`config.mk`:
```
export PLATFORM = sky130hd
export DESIGN_NAME = sys_call_unit
export DESIGN_NICKNAME = d
export VERILOG_FILES = /design/src/rtl/sys_call_unit.sv
export SDC_FILE = /design/constraint.sdc
export NUM_CORES = 1
export LEC_CHECK = 0
export CAP_MARGIN = 25
export CORE_UTILIZATION = 40
export DETAILED_ROUTE_END_ITERATION = 12
export PLACE_DENSITY = 0.84
export RECOVER_POWER = 50
export SYNTH_ARGS = -nofsm -noshare
export SYNTH_HDL_FRONTEND = slang
export SYNTH_SLANG_ARGS = --single-unit
```
`constraint.sdc`:
```
create_clock -name clk -period 3.97 [get_ports clk]
set_input_delay 0.397 -clock clk [delete_from_list [all_inputs] [get_ports clk]]
set_output_delay 0.397 -clock clk [all_outputs]
set_load 0.1 [all_outputs]
```
`src/rtl/sys_call_unit.sv`:
```
// sys_call_unit: turns a decoded SYSCALL into the sysc_mp / sys_op / sys_inf_out
// handshake, stalls the PC while the responder settles, writes the returned
// value back to $v0 for input syscalls, and halts stickily on exit.
module sys_call_unit #(
    parameter int OP_W       = 4,
    parameter int SETTLE     = 2,   // 1..15
    parameter int OP_OUT_INT = 1,
    parameter int OP_IN_INT  = 5,
    parameter int OP_EXIT    = 10
) (
    input  logic            clk,
    input  logic            rst,
    input  logic            sysc_req,
    input  logic [OP_W-1:0] op_in,
    input  logic [31:0]     arg_in,
    input  logic [31:0]     sys_inf_in,
    output logic            stall,
    output logic            sysc_mp,
    output logic [OP_W-1:0] sys_op,
    output logic [31:0]     sys_inf_out,
    output logic            wb_en,
    output logic [31:0]     wb_data,
    output logic            halt,
    output logic [7:0]      sys_cnt
);

    typedef enum logic [2:0] {
        S_IDLE,
        S_PULSE,
        S_WAIT,
        S_WB,
        S_HALT
    } state_t;

    state_t     state, state_nxt;
    logic [3:0] wait_cnt;
    logic       req_io;
    logic       req_exit;

    // Decode of the requested syscall; any other code is a silent NOP.
    assign req_io   = sysc_req && ((op_in == OP_W'(OP_OUT_INT)) || (op_in == OP_W'(OP_IN_INT)));
    assign req_exit = sysc_req && (op_in == OP_W'(OP_EXIT));

    // State register.
    always_ff @(posedge clk or posedge rst) begin
        if (rst) state <= S_IDLE;
        else     state <= state_nxt;
    end

    // Latched request, settle counter and completed-call counter.
    always_ff @(posedge clk or posedge rst) begin
        if (rst) begin
            sys_op      <= '0;
            sys_inf_out <= '0;
            wait_cnt    <= '0;
            sys_cnt     <= '0;
        end else begin
            case (state)
                S_IDLE: begin
                    // sys_op/sys_inf_out are only overwritten by an accepted call
                    if (req_io || req_exit) sys_op <= op_in;
                    if (req_io) begin
                        sys_inf_out <= arg_in;
                        wait_cnt    <= 4'(SETTLE);
                    end
                end
                S_WAIT:  wait_cnt <= wait_cnt - 4'd1;
                S_WB:    sys_cnt  <= sys_cnt + 8'd1;
                default: ;
            endcase
        end
    end

    // Next state and combinational handshake outputs.
    always_comb begin
        state_nxt = state;
        stall     = 1'b0;
        sysc_mp   = 1'b0;
        wb_en     = 1'b0;
        wb_data   = '0;
        halt      = 1'b0;
        case (state)
            S_IDLE: begin
                if (req_exit) begin
                    stall     = 1'b1;
                    state_nxt = S_HALT;
                end else if (req_io) begin
                    stall     = 1'b1;
                    state_nxt = S_PULSE;
                end
            end
            S_PULSE: begin
                stall     = 1'b1;
                sysc_mp   = 1'b1;
                state_nxt = S_WAIT;
            end
            S_WAIT: begin
                stall = 1'b1;
                if (wait_cnt <= 4'd1) state_nxt = S_WB;
            end
            S_WB: begin
                // stall low here lets the PC step past the SYSCALL
                if (sys_op == OP_W'(OP_IN_INT)) begin
                    wb_en   = 1'b1;
                    wb_data = sys_inf_in;
                end
                state_nxt = S_IDLE;
            end
            S_HALT: begin
                stall = 1'b1;
                halt  = 1'b1;
            end
            default: state_nxt = S_IDLE;
        endcase
        // keep every output quiet while reset is held, even with a pending request
        if (rst) begin
            stall   = 1'b0;
            sysc_mp = 1'b0;
            wb_en   = 1'b0;
            wb_data = '0;
            halt    = 1'b0;
        end
    end

endmodule

```
# [Yosys cells after proc, flatten, opt, wreduce, memory -nomap -nowiden]
# Cells that the tools add are included.
[word_totals] register_bits=51 latchBits=0 ramBits=0 mem_bits_ro=0 input_bits=71 output_inout_bits=80 wordCells=51 n_memories=0
[classes] add_sub_neg=2 mul=0 div=0 order_cmp=1 n_eq_ne=11 n_shift=0 mux=20 n_bitwise=1 n_reduce_logical=11
[op_table] cell="$mux 32" n=3
[op_table] cell="$pmux 3 s4" n=1
[op_table] cell="$mux 1" n=10
[op_table] cell="$mux 3" n=3
[op_table] cell="$add 8x1->8 const B" n=1
[op_table] cell="$eq 4x3->1 const B" n=2
[op_table] cell="$pmux 4 s2" n=1
[op_table] cell="$eq 3x2->1 const B" n=2
[op_table] cell="$reduce_and 2->1" n=3
[op_table] cell="$eq 4x1->1 const B" n=1
[op_table] cell="$eq 4x4->1 const B" n=1
[op_table] cell="$le 4x1->1 const B" n=1
[op_table] cell="$mux 4" n=1
[op_table] cell="$ne 2x2->1 const B" n=2
[op_table] cell="$sub 4x1->4 const B" n=1
[op_table] cell="$eq 3x1->1 const B" n=1
[op_table] cell="$eq 3x3->1 const B" n=1
[op_table] cell="$logic_not 3->1" n=1
[op_table] cell="$ne 3x3->1 const B" n=1
[op_table] cell="$reduce_and 3->1" n=1
[op_table] cell="$reduce_or 3->1" n=1
[op_table] cell="$logic_and 1x1->1" n=2
[op_table] cell="$logic_or 1x1->1" n=2
[op_table] cell="$pmux 1 s2" n=1
[op_table] cell="other kinds (2)" n=2

# [Depth between registers and ports, before layout]
[depth] depth_word=7 depth_mapped=5 depth_no_buf=5

# [Worst setup path after synthesis]
# OpenSTA, ideal clock, no wires.
[synth_timing] path_type="register to output" startpoint="register state[1]" endpoint="output halt" t_arrival_ns=3.791 t_required_ns=3.573 setup_slack_ns=-0.218 stages_incl_launch_ff=3 n_path_buf=1 cell_sequence="dfrtp_1 -> buf_2 -> nor4b_1"
[synth_via] elab_chain_len=3
[synth_lines] item="start, declared" line="35" source="state_t state, state_nxt;"
[synth_lines] item="start signal, assigned" line="47" source="else state <= state_nxt;"
[synth_lines] item="$eq 3x3->1" line="82" source="case (state)"
[synth_lines] item="$mux 1" line="82"
[synth_lines] item="$mux 1" line="116" source="if (rst) begin"
[synth_lines] item="end, declared" line="23" source="output logic halt,"
# Every way passes these cells.

# [Worst setup path in the final report]
[layout_timing] startpoint="input op_in[3]" endpoint="register sys_inf_out[9]"
[layout_via] elab_chain_len=4 word_cells_on_any_way=5 cone_classes="eq/ne: 2; reduce/logical: 3"
[layout_lines] item="start, declared" line="14" source="input logic [OP_W-1:0] op_in,"
[layout_lines] item="$eq 4x1->1 / $eq 4x3->1 (equally long branches)" line="41" source="assign req_io = sysc_req && ((op_in == OP_W'(OP_OUT_INT)) || (op_in == OP_W'(OP_IN_INT)));"
[layout_lines] item="$logic_or 1x1->1 (*)" line="41"
[layout_lines] item="$logic_and 1x1->1 (*)" line="41"
[layout_lines] item="$reduce_and 2->1 (no source line) (*)"
[layout_lines] item="end signal, assigned" line="63" source="sys_inf_out <= arg_in;"
[layout_lines] item="end, declared" line="20" source="output logic [31:0] sys_inf_out,"
# Mark *: on every way between the ends. The rest lies on a longest branch, timed or not.
# A chain may end at the register's enable or synchronous reset.

==> flow_summary.json <==
{
  "grt_pass1_wl_mm": 9.10,
  "place_congestion": 0.724,
  "regArea_um2": 1280,
  "timing.hold.ws_ns": 0.473,
  "layout-drive-gt1-share_pct": 22.8,
  "max_slew_margin_pct": 5.93,
  "rsz0062_at_grt": "no",
  "hp-class": "flop to flop",
  "root_buffer": "clkbuf_8",
  "layout_setup_ws_ns": 1.26,
  "path_clk_slew_ns": 0.09,
  "finalCritPeriodShare_pct": 68.3,
  "finalWorstPathRequiredPeriod_ns": 2.71,
  "path_cells": "dlygate4sd3_1 > and4bb_1 > nand2_1 > mux2_1",
  "start_kind": "input pin",
  "async_reset_ff_share_pct": 100,
  "synth-compound-area-share_pct": 4.16,
  "skew_ns": 0.00529,
  "dp_hpwl_mm": 4.42,
  "first_iter_violations": 53,
  "drcViolationCount": 0,
  "via_per_inst": 4.84,
  "final_common_cell": "clkdlybuf4s50_1",
  "cts_hold_buffers": 0,
  "timing.final.hold_violations": 0,
  "critPathMaxFanout": 35,
  "synth_cell_type_count": 35,
  "syn_area_per_cell_um2": 12.4,
  "ioPinCount": 151,
  "critical_path_class": "input pin to flop",
  "fmax_ghz": 0.369,
  "yosys.area_share.simple_pct": 18.0,
  "pre_cts_ws_ns": 1.52,
  "gr-total-overflow": 0,
  "io_buffer_count": 150,
  "worst_pin_slew_ns": 1.41,
  "crit_cells": 4,
  "first_pass_iters": 6,
  "dieArea_um2": 6410,
  "crit_buf_inv": 1,
  "synth_warnings": 0,
  "yosysSeqAreaShare_pct": 52.4,
  "die_h_um": 80.1,
  "drv_cap": 0,
  "max-clock-path-buffers": 2,
  "syn_inst": 197,
  "worstHoldPathCells": 1,
  "drt.antenna.violating_nets": 0,
  "synth_nets": 271,
  "initial_core_util_pct": 41.4,
  "synth_top_family_by_area": "simple AND/OR/NAND/NOR gates",
  "routed_wl_mm": 5.88,
  "setup_viol": 0,
  "antennaDiodeCount": 0,
  "die_x_um": 80.1,
  "num-nets-final": 420,
  "synth-xor-area-share_pct": 2.87,
  "cp.required_ns": 4.15,
  "vias": 2036,
  "grt_usage_pct": 18.3,
  "antenna_found_initial": 0,
  "mostFrequentLayoutCells": "112 x clkdlybuf4s50_1, 51 x dfrtp_1, 36 x buf_4",
  "clock_sinks": 51,
  "cts_made_buffers": 5,
  "rr_worst_depth": 3,
  "post_cts_buffers": 0,
  "synthesis.area_um2": 2440,
  "fin_setup_tns_ns": 0,
  "grt_pass1_vias": 1957,
  "synth_fa_ha_area_share_pct": 1.54,
  "path_delay_family": "simple AND/OR/NAND/NOR gates",
  "worstSetupEndpointType": "flop",
  "layout.cells.non_filler": 421,
  "status": "finished, final reports clean",
  "clock_latency_ns": 0.30,
  "multiInputGateArea_um2": 1030,
  "cp.arrival_ns": 2.89,
  "row_count": 28,
  "htreeDepth": 2,
  "fill_cells": 475,
  "routedWlPerCell_um": 14.0,
  "synth-edff-count": 0,
  "synth.area.mux_share_pct": 16.1,
  "dp_cells": 414,
  "core_region_area_um2": 5890,
  "critPathSlowestCell": "nand2_1",
  "area_growth_pct": 62.3,
  "ctsResizeCount": 0,
  "cts_tree": "yes",
  "slowest_delay_ns": 0.84,
  "ys_ff_latch": 51,
  "slew_violations": 0,
  "grt_max_degree": 44,
  "ys.flop_type": "dfrtp_1"
}
==> flip-flops by register name, indices dropped and copies added (netlist names) <==
| register | cells |
|---|---|
| wait_cnt | 4 |
| sys_op | 4 |
| sys_cnt | 8 |
| sys_inf_out | 32 |
| state | 3 |
==> kinds of logic after synthesis <==
kind of cell / after synthesis
and+or+nand+nor: 66
muxes: 35
DFF: 51
AOI/OAI and AO/OA: 16
buffers and inverters: 18
xor gates and xnor gates: 8
adders and majority gates: 3
==> synthesized netlist by cell type, types with 3 or more instances <==
cell / n / area (um2)
inv_1: 9 / 33.8
nor4b_1: 4 / 35.0
mux2_2: 31 / 349
a21oi_1: 5 / 25.0
nor2_1: 3 / 11.3
and2_1: 32 / 200
dfrtp_1: 51 / 1280
nor3_1: 5 / 25.0
xnor2_1: 6 / 52.6
ha_1: 3 / 37.5
nand2_1: 7 / 26.3
nand4_1: 3 / 18.8
buf_6: 7 / 78.8
==> layer usage <==
layer	share of wire [%]	wire length, um	up-vias	track usage, %
li1	-	-	977	-
met1	42	2460	978	22.6
met2	49	2910	76	30.9
met3	8.0	469	5	5.34
met4	0.77	45	0	5.54
met5	0	0	-	0
==> area by class of cell <==
cell class / instances / area share, %
Inverter: 9 / 0.854
Sequential cell: 51 / 32.3
Clock buffer: 6 / 2.09
Timing Repair Buffer: 151 / 36.2
Tap cell: 75 / 2.37
Multi-Input combinational cell: 128 / 26.1
Clock inverter: 1 / 0.127
==> final timing paths <==
check	startpoint	slack, ns	to
hold / removal	sys_cnt[7]	0.47	sys_cnt[7]
setup reg to reg	state[1]	1.46	sys_inf_out[9]
max in group asynchronous	rst	2.76	sys_cnt[6]
min in group asynchronous	rst	0.64	wait_cnt[1]
hold reg to reg	sys_cnt[7]	0.47	sys_cnt[7]
setup / recovery	op_in[3]	1.26	sys_inf_out[9]
==> per-stage QoR <==
stage          utilization (%)  area (um2)
3_5_place_dp              66.0        3890
4_1_cts                   67.5        3970
3_3_place_gp              65.7        3870
6_report                  67.2        3960
5_1_grt                   67.2        3960
2_1_floorplan                -        2450
Power is left out: the tool's default activity adds up to more than one toggle a clock period on the data nets, which glitch-free logic cannot reach.
